[config.mk]
export PLATFORM = sky130hd
export DESIGN_NAME = mem_pipe_stage_flat
export DESIGN_NICKNAME = d
export VERILOG_FILES = /design/src/rtl/mem_pipe_pkg.sv /design/src/rtl/mem_pipe_stage_if.sv /design/src/rtl/mem_load_align.sv /design/src/rtl/mem_pipe_stage.sv /design/src/flat_wrapper.sv
export SDC_FILE = /design/constraint.sdc
export NUM_CORES = 1
export LEC_CHECK = 0
export CORE_MARGIN = 1
export CORE_UTILIZATION = 45
export CTS_CLUSTER_SIZE = 8
export DETAILED_ROUTE_END_ITERATION = 8
export PLACE_DENSITY = 0.86
export SYNTH_ARGS = -nofsm -noshare
export SYNTH_HDL_FRONTEND = slang
export SYNTH_HIERARCHICAL = 1
export SYNTH_SLANG_ARGS = --single-unit
[constraint.sdc]
create_clock -name clk -period 3.01 [get_ports clk]
set_input_delay 0.602 -clock clk [delete_from_list [all_inputs] [get_ports clk]]
set_output_delay 0.602 -clock clk [all_outputs]
set_load 0.05 [all_outputs]
[src/rtl/mem_pipe_pkg.sv]
// mem_pipe_pkg -- shared definitions for the memory pipeline stage.
//   * dsize encoding constants (byte / half / word / dword)
//   * stage state enum
//   * helpers: per-size low-address mask and size legality for a bus width
package mem_pipe_pkg;

  localparam logic [1:0] DSIZE_BYTE  = 2'b00;
  localparam logic [1:0] DSIZE_HALF  = 2'b01;
  localparam logic [1:0] DSIZE_DWORD = 2'b10;
  localparam logic [1:0] DSIZE_WORD  = 2'b11;

  typedef enum logic [1:0] {
    ST_EMPTY  = 2'd0,
    ST_ACCESS = 2'd1,
    ST_FULL   = 2'd2
  } mem_state_e;

  // Access size in bytes minus one; doubles as the misalignment mask.
  function automatic logic [2:0] dsize_low_mask(input logic [1:0] dsize);
    case (dsize)
      DSIZE_BYTE: return 3'd0;
      DSIZE_HALF: return 3'd1;
      DSIZE_WORD: return 3'd3;
      default:    return 3'd7;
    endcase
  endfunction

  // dword only exists on a 64-bit bus.
  function automatic logic dsize_legal(input logic [1:0] dsize, input int unsigned data_w);
    return (dsize != DSIZE_DWORD) || (data_w >= 64);
  endfunction

endpackage

[src/rtl/mem_pipe_stage_if.sv]
// mem_pipe_stage_if -- data-memory request bus of the memory stage.
//   master (stage):  dm_req, dm_we, dm_addr, dm_be, dm_wdata out; dm_rdata, dm_ack in
//   slave  (memory): the reverse
interface mem_pipe_stage_if #(
  parameter int unsigned DATA_W = 32,
  parameter int unsigned ADDR_W = 32
);
  logic                  dm_req;
  logic                  dm_we;
  logic [ADDR_W-1:0]     dm_addr;
  logic [DATA_W/8-1:0]   dm_be;
  logic [DATA_W-1:0]     dm_wdata;
  logic [DATA_W-1:0]     dm_rdata;
  logic                  dm_ack;

  modport master (
    output dm_req, dm_we, dm_addr, dm_be, dm_wdata,
    input  dm_rdata, dm_ack
  );

  modport slave (
    input  dm_req, dm_we, dm_addr, dm_be, dm_wdata,
    output dm_rdata, dm_ack
  );
endinterface

[src/rtl/mem_load_align.sv]
// mem_load_align -- combinational lane logic for the memory stage.
//   dsize, offset (low address bits), load_ext : access description
//   store_data -> wdata (replicated on every lane), be (byte enables)
//   rdata      -> load_data (addressed lane, sign/zero extended)
// Offsets are aligned down to the access size; little-endian lanes.
// A reserved size yields be = 0, wdata = 0, load_data = 0.
module mem_load_align
  import mem_pipe_pkg::*;
#(
  parameter int unsigned DATA_W = 32
) (
  input  logic [1:0]                  dsize,
  input  logic [$clog2(DATA_W/8)-1:0] offset,
  input  logic                        load_ext,
  input  logic [DATA_W-1:0]           store_data,
  input  logic [DATA_W-1:0]           rdata,
  output logic [DATA_W/8-1:0]         be,
  output logic [DATA_W-1:0]           wdata,
  output logic [DATA_W-1:0]           load_data
);
  localparam int unsigned NB    = DATA_W / 8;
  localparam int unsigned OFF_W = $clog2(NB);

  logic                      legal;
  logic [2:0]                mask3;
  logic [OFF_W-1:0]          lane_off;
  logic [DATA_W-1:0]         lane_data;
  logic [$clog2(DATA_W)-1:0] top_idx;
  logic                      fill;

  always_comb begin
    legal     = dsize_legal(dsize, DATA_W);
    mask3     = dsize_low_mask(dsize);
    lane_off  = offset & ~mask3[OFF_W-1:0];
    lane_data = rdata >> {lane_off, 3'b000};
    // MSB index of the loaded value: (size_bytes * 8) - 1
    top_idx   = {mask3[OFF_W-1:0], 3'b111};
    be        = '0;
    wdata     = '0;
    load_data = '0;
    fill      = 1'b0;
    if (legal) begin
      for (int unsigned i = 0; i < NB; i++) begin
        be[i] = (i >= 32'(lane_off)) && (i <= 32'(lane_off) + 32'(mask3));
        // lane i carries store byte (i mod size)
        wdata[i*8 +: 8] = store_data[(i & 32'(mask3))*8 +: 8];
      end
      fill = load_ext & lane_data[top_idx];
      for (int unsigned i = 0; i < DATA_W; i++) begin
        load_data[i] = (i <= 32'(top_idx)) ? lane_data[i] : fill;
      end
    end
  end

endmodule

[src/rtl/mem_pipe_stage.sv]
// mem_pipe_stage -- single-entry memory pipeline stage (EMPTY/ACCESS/FULL).
//   clk, rst_n           : rising-edge clock, async active-low reset
//   in_valid/in_ready    : upstream handshake; flush kills the incoming op
//   ex_*                 : instruction fields from execute
//   dm (master modport)  : data-memory bus, held stable until dm_ack
//   wb_*                 : one-cycle writeback result; mem_busy = ~in_ready
// Build option: MEM_PIPE_MISALIGN_TRAP_EN adds misalign_err and makes
// misaligned accesses skip the memory; otherwise they are aligned down.
module mem_pipe_stage
  import mem_pipe_pkg::*;
#(
  parameter int unsigned DATA_W = 32,
  parameter int unsigned ADDR_W = 32,
  parameter int unsigned RA_W   = 5
) (
  input  logic              clk,
  input  logic              rst_n,
  input  logic              in_valid,
  output logic              in_ready,
  input  logic              flush,
  input  logic              ex_mem_rd,
  input  logic              ex_mem_wr,
  input  logic              ex_reg_wr,
  input  logic              ex_load_ext,
  input  logic [1:0]        ex_dsize,
  input  logic [RA_W-1:0]   ex_rd,
  input  logic [ADDR_W-1:0] ex_alu_out,
  input  logic [DATA_W-1:0] ex_store_data,
  mem_pipe_stage_if.master  dm,
  output logic              wb_valid,
  output logic              wb_reg_wr,
  output logic [RA_W-1:0]   wb_rd,
  output logic [DATA_W-1:0] wb_data,
  output logic              mem_busy
`ifdef MEM_PIPE_MISALIGN_TRAP_EN
  ,
  output logic              misalign_err
`endif
);
  localparam int unsigned NB    = DATA_W / 8;
  localparam int unsigned OFF_W = $clog2(NB);

  mem_state_e        state_q, state_d;
  logic              we_q, we_d;
  logic              reg_wr_q, reg_wr_d;
  logic              load_ext_q, load_ext_d;
  logic [1:0]        dsize_q, dsize_d;
  logic [RA_W-1:0]   rd_q, rd_d;
  logic [ADDR_W-1:0] addr_q, addr_d;
  logic [DATA_W-1:0] sdata_q, sdata_d;
  logic [DATA_W-1:0] wb_data_q, wb_data_d;
`ifdef MEM_PIPE_MISALIGN_TRAP_EN
  logic              misal_q, misal_d;
  logic [2:0]        ex_mask;
`endif

  logic              accept;
  logic              ex_mem_op;
  logic              ex_legal;
  logic              ex_misal;
  logic [NB-1:0]     al_be;
  logic [DATA_W-1:0] al_wdata;
  logic [DATA_W-1:0] al_load;

  // Lane logic works from the registered fields so the bus stays stable
  // for the whole access.
  mem_load_align #(
    .DATA_W (DATA_W)
  ) u_align (
    .dsize      (dsize_q),
    .offset     (addr_q[OFF_W-1:0]),
    .load_ext   (load_ext_q),
    .store_data (sdata_q),
    .rdata      (dm.dm_rdata),
    .be         (al_be),
    .wdata      (al_wdata),
    .load_data  (al_load)
  );

  assign in_ready  = (state_q != ST_ACCESS);
  assign mem_busy  = ~in_ready;
  assign accept    = in_valid & in_ready & ~flush;
  assign ex_mem_op = ex_mem_rd | ex_mem_wr;
  assign ex_legal  = dsize_legal(ex_dsize, DATA_W);

`ifdef MEM_PIPE_MISALIGN_TRAP_EN
  assign ex_mask  = dsize_low_mask(ex_dsize);
  assign ex_misal = ex_mem_op & ex_legal &
                    ((ex_alu_out[OFF_W-1:0] & ex_mask[OFF_W-1:0]) != '0);
`else
  assign ex_misal = 1'b0;
`endif

  always_comb begin
    state_d    = state_q;
    we_d       = we_q;
    reg_wr_d   = reg_wr_q;
    load_ext_d = load_ext_q;
    dsize_d    = dsize_q;
    rd_d       = rd_q;
    addr_d     = addr_q;
    sdata_d    = sdata_q;
    wb_data_d  = wb_data_q;
`ifdef MEM_PIPE_MISALIGN_TRAP_EN
    misal_d    = misal_q;
`endif

    case (state_q)
      ST_ACCESS: begin
        if (dm.dm_ack) begin
          state_d = ST_FULL;
          if (!we_q) wb_data_d = al_load;
        end
      end
      default: state_d = ST_EMPTY;
    endcase

    // Accept only happens outside ACCESS, so it overrides the drain above
    // and gives FULL -> ACCESS/FULL back-to-back.
    if (accept) begin
      we_d       = ex_mem_wr;
      reg_wr_d   = ex_reg_wr & ~ex_mem_wr & ~ex_misal;
      load_ext_d = ex_load_ext;
      dsize_d    = ex_dsize;
      rd_d       = ex_rd;
      addr_d     = ex_alu_out;
      sdata_d    = ex_store_data;
      wb_data_d  = '0;
      state_d    = ST_FULL;
`ifdef MEM_PIPE_MISALIGN_TRAP_EN
      misal_d    = ex_misal;
`endif
      if (!ex_mem_op) begin
        wb_data_d = DATA_W'(ex_alu_out);
      end else if (ex_legal && !ex_misal) begin
        state_d = ST_ACCESS;
      end
    end
  end

  always_ff @(posedge clk or negedge rst_n) begin
    if (!rst_n) begin
      state_q    <= ST_EMPTY;
      we_q       <= 1'b0;
      reg_wr_q   <= 1'b0;
      load_ext_q <= 1'b0;
      dsize_q    <= '0;
      rd_q       <= '0;
      addr_q     <= '0;
      sdata_q    <= '0;
      wb_data_q  <= '0;
`ifdef MEM_PIPE_MISALIGN_TRAP_EN
      misal_q    <= 1'b0;
`endif
    end else begin
      state_q    <= state_d;
      we_q       <= we_d;
      reg_wr_q   <= reg_wr_d;
      load_ext_q <= load_ext_d;
      dsize_q    <= dsize_d;
      rd_q       <= rd_d;
      addr_q     <= addr_d;
      sdata_q    <= sdata_d;
      wb_data_q  <= wb_data_d;
`ifdef MEM_PIPE_MISALIGN_TRAP_EN
      misal_q    <= misal_d;
`endif
    end
  end

  assign dm.dm_req   = (state_q == ST_ACCESS);
  assign dm.dm_we    = (state_q == ST_ACCESS) & we_q;
  assign dm.dm_addr  = addr_q;
  assign dm.dm_be    = (state_q == ST_ACCESS) ? al_be : '0;
  assign dm.dm_wdata = al_wdata;

  assign wb_valid  = (state_q == ST_FULL);
  assign wb_reg_wr = reg_wr_q;
  assign wb_rd     = rd_q;
  assign wb_data   = wb_data_q;

`ifdef MEM_PIPE_MISALIGN_TRAP_EN
  assign misalign_err = misal_q & (state_q == ST_FULL);
`endif

endmodule

[src/flat_wrapper.sv]
// flat-port wrapper written by rule: the top's interface ports become plain ports
module mem_pipe_stage_flat import mem_pipe_pkg::*;
#(
  parameter int unsigned DATA_W = 32,
  parameter int unsigned ADDR_W = 32,
  parameter int unsigned RA_W   = 5
)
  (clk, rst_n, in_valid, in_ready, flush, ex_mem_rd, ex_mem_wr, ex_reg_wr, ex_load_ext, ex_dsize, ex_rd, ex_alu_out, ex_store_data, wb_valid, wb_reg_wr, wb_rd, wb_data, mem_busy, dm_dm_req, dm_dm_we, dm_dm_addr, dm_dm_be, dm_dm_wdata, dm_dm_rdata, dm_dm_ack);
  mem_pipe_stage_if #(.DATA_W(DATA_W), .ADDR_W(ADDR_W)) dm_i ();
  input  logic clk;
  input  logic rst_n;
  input  logic in_valid;
  output logic in_ready;
  input  logic flush;
  input  logic ex_mem_rd;
  input  logic ex_mem_wr;
  input  logic ex_reg_wr;
  input  logic ex_load_ext;
  input  logic [1:0] ex_dsize;
  input  logic [RA_W-1:0] ex_rd;
  input  logic [ADDR_W-1:0] ex_alu_out;
  input  logic [DATA_W-1:0] ex_store_data;
  output logic wb_valid;
  output logic wb_reg_wr;
  output logic [RA_W-1:0] wb_rd;
  output logic [DATA_W-1:0] wb_data;
  output logic mem_busy;
  output wire logic [$bits(dm_i.dm_req)-1:0] dm_dm_req;
  output wire logic [$bits(dm_i.dm_we)-1:0] dm_dm_we;
  output wire logic [$bits(dm_i.dm_addr)-1:0] dm_dm_addr;
  output wire logic [$bits(dm_i.dm_be)-1:0] dm_dm_be;
  output wire logic [$bits(dm_i.dm_wdata)-1:0] dm_dm_wdata;
  input wire logic [$bits(dm_i.dm_rdata)-1:0] dm_dm_rdata;
  input wire logic [$bits(dm_i.dm_ack)-1:0] dm_dm_ack;
  assign dm_dm_req = dm_i.dm_req;
  assign dm_dm_we = dm_i.dm_we;
  assign dm_dm_addr = dm_i.dm_addr;
  assign dm_dm_be = dm_i.dm_be;
  assign dm_dm_wdata = dm_i.dm_wdata;
  assign dm_i.dm_rdata = dm_dm_rdata;
  assign dm_i.dm_ack = dm_dm_ack;
  mem_pipe_stage #(.DATA_W(DATA_W), .ADDR_W(ADDR_W), .RA_W(RA_W)) u_core (.clk(clk), .rst_n(rst_n), .in_valid(in_valid), .in_ready(in_ready), .flush(flush), .ex_mem_rd(ex_mem_rd), .ex_mem_wr(ex_mem_wr), .ex_reg_wr(ex_reg_wr), .ex_load_ext(ex_load_ext), .ex_dsize(ex_dsize), .ex_rd(ex_rd), .ex_alu_out(ex_alu_out), .ex_store_data(ex_store_data), .dm(dm_i), .wb_valid(wb_valid), .wb_reg_wr(wb_reg_wr), .wb_rd(wb_rd), .wb_data(wb_data), .mem_busy(mem_busy));
endmodule
* Yosys cells after proc, flatten, opt, wreduce, memory -nomap -nowiden
Cells that the tools add are included.
** Storage, ports and cells
- Bits in registers :: 108
- Bits in latches :: 0
- RAM bits :: 0
- Memory bits (read-only) :: 0
- Input port bits :: 112
- Memories :: 0
** Operators by class
- $add $sub $neg :: 1
- $mul :: 0
- Div/mod/pow operators :: 0
- Magnitude comparators :: 32
- Equality and inequality tests :: 9
- Shifts and indexed selects :: 4
- Muxes and demuxes :: 41
- Bitwise logic cells :: 11
- Reductions and logical operators :: 7
** Operator list (number)
- two-way mux 32 bit :: 7
- less-or-equal comparator 5 bit (first input constant) :: 16
- less-or-equal comparator 1 x 32 -> 1 bit (first input constant) :: 2
- variable part select 32 x 6 -> 8 bit :: 2
- less-or-equal comparator 4 x 5 -> 1 bit (first input constant) :: 8
- less-or-equal comparator 2 x 32 -> 1 bit (first input constant) :: 1
- variable part select 32 x 5 -> 8 bit :: 1
- >> shifter 32 x 5 -> 32 bit :: 1
- two-way mux 1 bit :: 25
- two-way mux 2 bit :: 5
- one-hot mux 3 bit (3 select lines) :: 1
- two-way mux 4 bit :: 2
- < comparator 5 x 6 -> 1 bit (second input constant) :: 1
- inequality test 2 bit (second input constant) :: 3
- bitwise AND 1 bit :: 5
- adder 2 x 3 -> 4 bit :: 1
- == test 2 x 1 -> 1 bit (second input constant) :: 2
- == test 2 bit (second input constant) :: 2
- >= comparator 1 x 2 -> 1 bit (first input constant) :: 2
- less-or-equal comparator 2 x 4 -> 1 bit (first input constant) :: 1
- nonzero test 2 bit :: 2
- logical AND 1 bit :: 3
- inequality test 3 x 1 -> 1 bit (second input constant) :: 1
- inverter 1 bit :: 3
- other kinds (8) :: 8

* Depth between registers and ports, before layout
- Depth in word-level cells :: 14
- Gate-level depth with buffers :: 9
- Depth with buffers taken out :: 7

* Hierarchy
The synthesis kept the hierarchy.
** By module, submodules not included
- mem_pipe_stage :: times used 1, cells each 353, area each 4668.2 sq um
- mem_load_align :: times used 1, cells each 203, area each 1216.2 sq um

* Least setup slack after synthesis
No wires, ideal clock.
- Path kind :: reg-to-output
- From :: register u_core.addr_q[1] (netlist: u_core/dm.dm_addr[1])
- To :: output port dm_dm_be[1]
- Data arrival time :: 2.074 ns
- Slack :: 0.334 ns
- Cell stages (with the launch flop) :: 9
- Path buffers :: 1
- Cell sequence :: dfrtp_1 clkbuf_1 or2_2 ha_1 nor3_1 nor2_1 nor2_1 nor2_1 and2_1
** On the way
- Longest elaborated chain between the ends :: 6
- Elaborated cells on any way between the ends :: 7
- Classes of those cells :: 1 x add/sub; 2 x order compare; 2 x mux; 1 x bitwise; 1 x reduce/logical
** RTL lines
- start: declaration :: line mem_pipe_stage.sv:49 : logic [ADDR_W-1:0] addr_q, addr_d;
- start signal: assignment :: line mem_pipe_stage.sv:162 : addr_q <= addr_d;
- bitwise AND 2 bit (*) :: line mem_load_align.sv:34 : lane_off = offset & ~mask3[OFF_W-1:0];
- adder 2 x 3 -> 4 bit :: line mem_load_align.sv:44 : be[i] = (i >= 32'(lane_off)) && (i <= 32'(lane_off) + 32'(mask3));
- less-or-equal comparator 1 x 32 -> 1 bit :: line mem_load_align.sv:44
- logical AND 1 bit (*) :: line mem_load_align.sv:44
- two-way mux 4 bit (*) :: line mem_load_align.sv:42 : if (legal) begin
- named net u_core.al_be[1] :: line mem_pipe_stage.sv:61 : logic [NB-1:0] al_be;
- two-way mux 4 bit (*) :: line mem_pipe_stage.sv:174 : assign dm.dm_be = (state_q == ST_ACCESS) ? al_be : '0;
- end: declaration :: line flat_wrapper.sv:31 : output wire logic [$bits(dm_i.dm_be)-1:0] dm_dm_be;
The timed path passes the listed nets; every way through them passes the cells marked *.

* Worst setup path after layout
- From :: register u_core.state_q[0]
- To :: output port dm_dm_we
** On the way
- Longest elaborated chain between the ends :: 2
** RTL lines
- start: declaration :: line mem_pipe_stage.sv:43 : mem_state_e state_q, state_d;
- start signal: assignment :: line mem_pipe_stage.sv:156 : state_q <= state_d;
- == test 2 x 1 -> 1 bit :: line mem_pipe_stage.sv:172 : assign dm.dm_we = (state_q == ST_ACCESS) & we_q;
- bitwise AND 1 bit :: line mem_pipe_stage.sv:172
- end: declaration :: line flat_wrapper.sv:29 : output wire logic [$bits(dm_i.dm_we)-1:0] dm_dm_we;
No other way between the ends.

==> summary.md <==
| Metric | Value |
|---|---|
| Hold Fails Final Rpt | 0 |
| PwrDens | 779 nW/µm² |
| Multi-input logic area | 2700 µm² |
| Initial Util | 46.4% |
| Port bufs | 222 |
| Vias in the first global route | 5,337 |
| Total track usage | 27.4% |
| Maxcap violations | 0 |
| CTS HTree Levels | 3 |
| Worst EP arrival | 2.15 ns |
| Post-Syn Nets | 669 |
| Later-pin clock latency in the skew report | 0.35 ns |
| Most common cell after layout, fill and taps aside | clkdlybuf4s50_1 |
| Largest net degree at the start of global routing | 57 |
| Die Span X | 116 µm |
| Final Max Slew Viols | 0 |
| DR WL/cell | 19.3 µm |
| Antenna Nets Post-Route | 0 |
| Cell Chain, Critical Path | nor2b_2 -> and2_1 -> clkdlybuf4s50_1 |
| Ant diodes | 0 |
| Io pins | 223 |
| Synth cell types | 48 |
| Total die area | 13,500 µm² |
| Post-CTS Setup Inserts | 0 |
| Worst setup EP type | output port |
| Placed Cells | 924 |
| CTS sink count | 108 |
| Setup CP Type | flop to output port |
| Pleak | 0.00388 µW |
| Fmax | 0.363 GHz |
| Register area share after synthesis | 45.9% |
| Fin crit period | 2.76 ns |
| Grt ovf | 0 |
| DRC viols | 0 |
| Async set-reset flop share out of synthesis | 100% |
| RSZ-0062 raised after global routing | no |
| Yosys top cell area share | 45.9% |
| FP Rows | 41 |
| CTS Hold Buffers Added | 0 |
| Top post-synthesis cells by area | dfrtp_1, mux2_4, mux2_2, a221oi_1, a21oi_1 |
| Nets | 876 |
| Root Driver | clkbuf_16 |
| Fillcell total | 950 |
| Required @ worst endpoint | 2.41 ns |
| CTS tree | built |
| RePlAce Congestion | 0.830 |
| Cell taking the most area after synthesis | dfrtp_1 |
| Share of layout cells above drive strength 1 | 20.8% |
| First-pass GRT wire length | 27,900 µm |
| Synthesized cell area | 5880 µm² |
| Cts bufs inserted | 9 |
| Clk_skew | 0.00841 ns |
| Crit-path max cell delay | 0.80 ns |
| YS warnings | 6 |
| Final HPWL DP | 13,700 µm |
| Core Footprint | 12,700 µm² |
| FF+latch area | 2700 µm² |
| Critical path's slowest cell | clkdlybuf4s50_1 |
| Finished Layout Cells | 940 |
| Die H | 116 µm |
| Area growth from synthesis to layout | 49.1% |
| Status | complete, no violations |
| Yosys reg bits | 108 |
| DP Area | 8500 µm² |
| Worst-Margin Slew | 0.721 ns |
| Slew headroom | 51.9% |
| Post-synth EDFFs | 0 |
| Vias | 5,118 |
| CTS clock-pin slew for the worst setup and hold paths | 0.07 ns |
| Vias/cell | 5.44 |
| Min Hold Slack | 0.297 ns |
| Hold Crit Class | input port to asynchronous set/reset pin |
| Drt pass-1 iters | 7 |
| Maximum VDD drop | 0.405 mV |
| Most frequent cells in the layout | clkdlybuf4s50_1, dfrtp_1, nand2_1 |
| Initial antenna violation count | 0 |
| Crit path max fanout | 9 |
| Tot Pwr | 6830 µW |
| Synthesized instance count | 556 |
| Worst setup SP type | flop |
| Maximum clock path buffer count | 2 |
| Initial DRC count | 406 |
| Cts repair resizes | 0 |
| Setup violators final | 0 |
| Synth Flop Type | dfrtp_1 |
| Design Area, Final | 8770 µm² |
| Period utilization | 91.6% |
| Post-route setup TNS | 0 ns |
| Syn_area_per_cell | 10.6 µm² |
| Routed WL | 18,200 µm |
-- critical path, delay by kind of cell, from the launching register on --
kind,cells,cell delay [ns]
buffers and inverters,1,0.80
and+or+nand+nor,2,0.64
DFF,1,0.37
-- final timing paths --
kind	start	endpoint	slack, ns	cells past startpoint
min	rst_n	u_core/sdata_q[10]	0.30	1
min in group clk	u_core/dm.dm_addr[24]	u_core/dm.dm_addr[24]	0.50	1
max	u_core/state_q[0]	dm_dm_we	0.25	3
min reg2reg	u_core/dm.dm_addr[24]	u_core/dm.dm_addr[24]	0.50	1
max in group asynchronous	rst_n	u_core/sdata_q[26]	1.94	2
max reg2reg	u_core/dsize_q[1]	u_core/wb_data[27]	0.48	7
-- per-stage QoR --
| stage | utilization [%] | setup WS [ns] |
|---|---|---|
| after CTS | 69.2 | 0.234 |
| after global placement | 67.1 | 0.506 |
| after detailed placement | 67.1 | 0.424 |
| after global routing | 69.2 | 0.160 |
| after floorplan | - | 0.334 |
| final | 69.2 | 0.254 |
-- flip-flops by register name (all words and copies together), names as in the netlist --
name,cells
u_core/dm.dm_addr,32
u_core/dsize_q,2
u_core/load_ext_q,1
u_core/sdata_q,32
u_core/state_q,2
u_core/wb_data,32
u_core/wb_rd,5
u_core/wb_reg_wr,1
u_core/we_q,1
-- power by group --
group	internal [µW]	leakage, µW	total [µW]	switching (µW)
logic	1550	0.00249	3750	2190
registers	1770	0.00127	1980	217
clock network	585	0.000122	1100	519
-- cell families (layout without fill, tap and decap cells) --
logic type / Yosys count / after routing / share of synthesized area, %
and+or+nand+nor: 140 / 140 / 10.5
AOI/OAI and AO/OA: 121 / 121 / 14.7
DFF: 108 / 108 / 45.9
muxes: 97 / 97 / 20.4
buffers and inverters: 88 / 300 / 8.25
adders and majority gates: 1 / 1 / 0.213
other: 1 / 1 / 0.0637
-- cell usage after synthesis, drive strengths merged, types with 4 or more instances --
cell type,number
dfrtp,108
mux2,74
nand2,60
nor2,56
a21oi,48
inv,44
a221oi,32
buf,27
mux2i,23
o21ai,20
clkbuf,17
a2bb2oi,7
and2,7
a22o,5
nor2b,4
-- layer usage --
metal  share of wire, %  vias up  track usage [%]
met2                 49      210             45.9
met5                  0        -                0
met3                5.9       44             5.40
met1                 41     2526             33.4
li1                   -     2338                -
met4                4.1        0             14.5
-- area by class of cell --
| class | instances | area share (%) |
|---|---|---|
| timing repair buffer | 240 | 30.9 |
| sequential | 108 | 30.8 |
| multi-input combinational | 360 | 30.8 |
| clock buffer | 13 | 2.85 |
| tap | 172 | 2.45 |
| inverter | 44 | 1.91 |
| clock inverter | 3 | 0.257 |
Note: power is estimated with default switching activity, not from simulation.
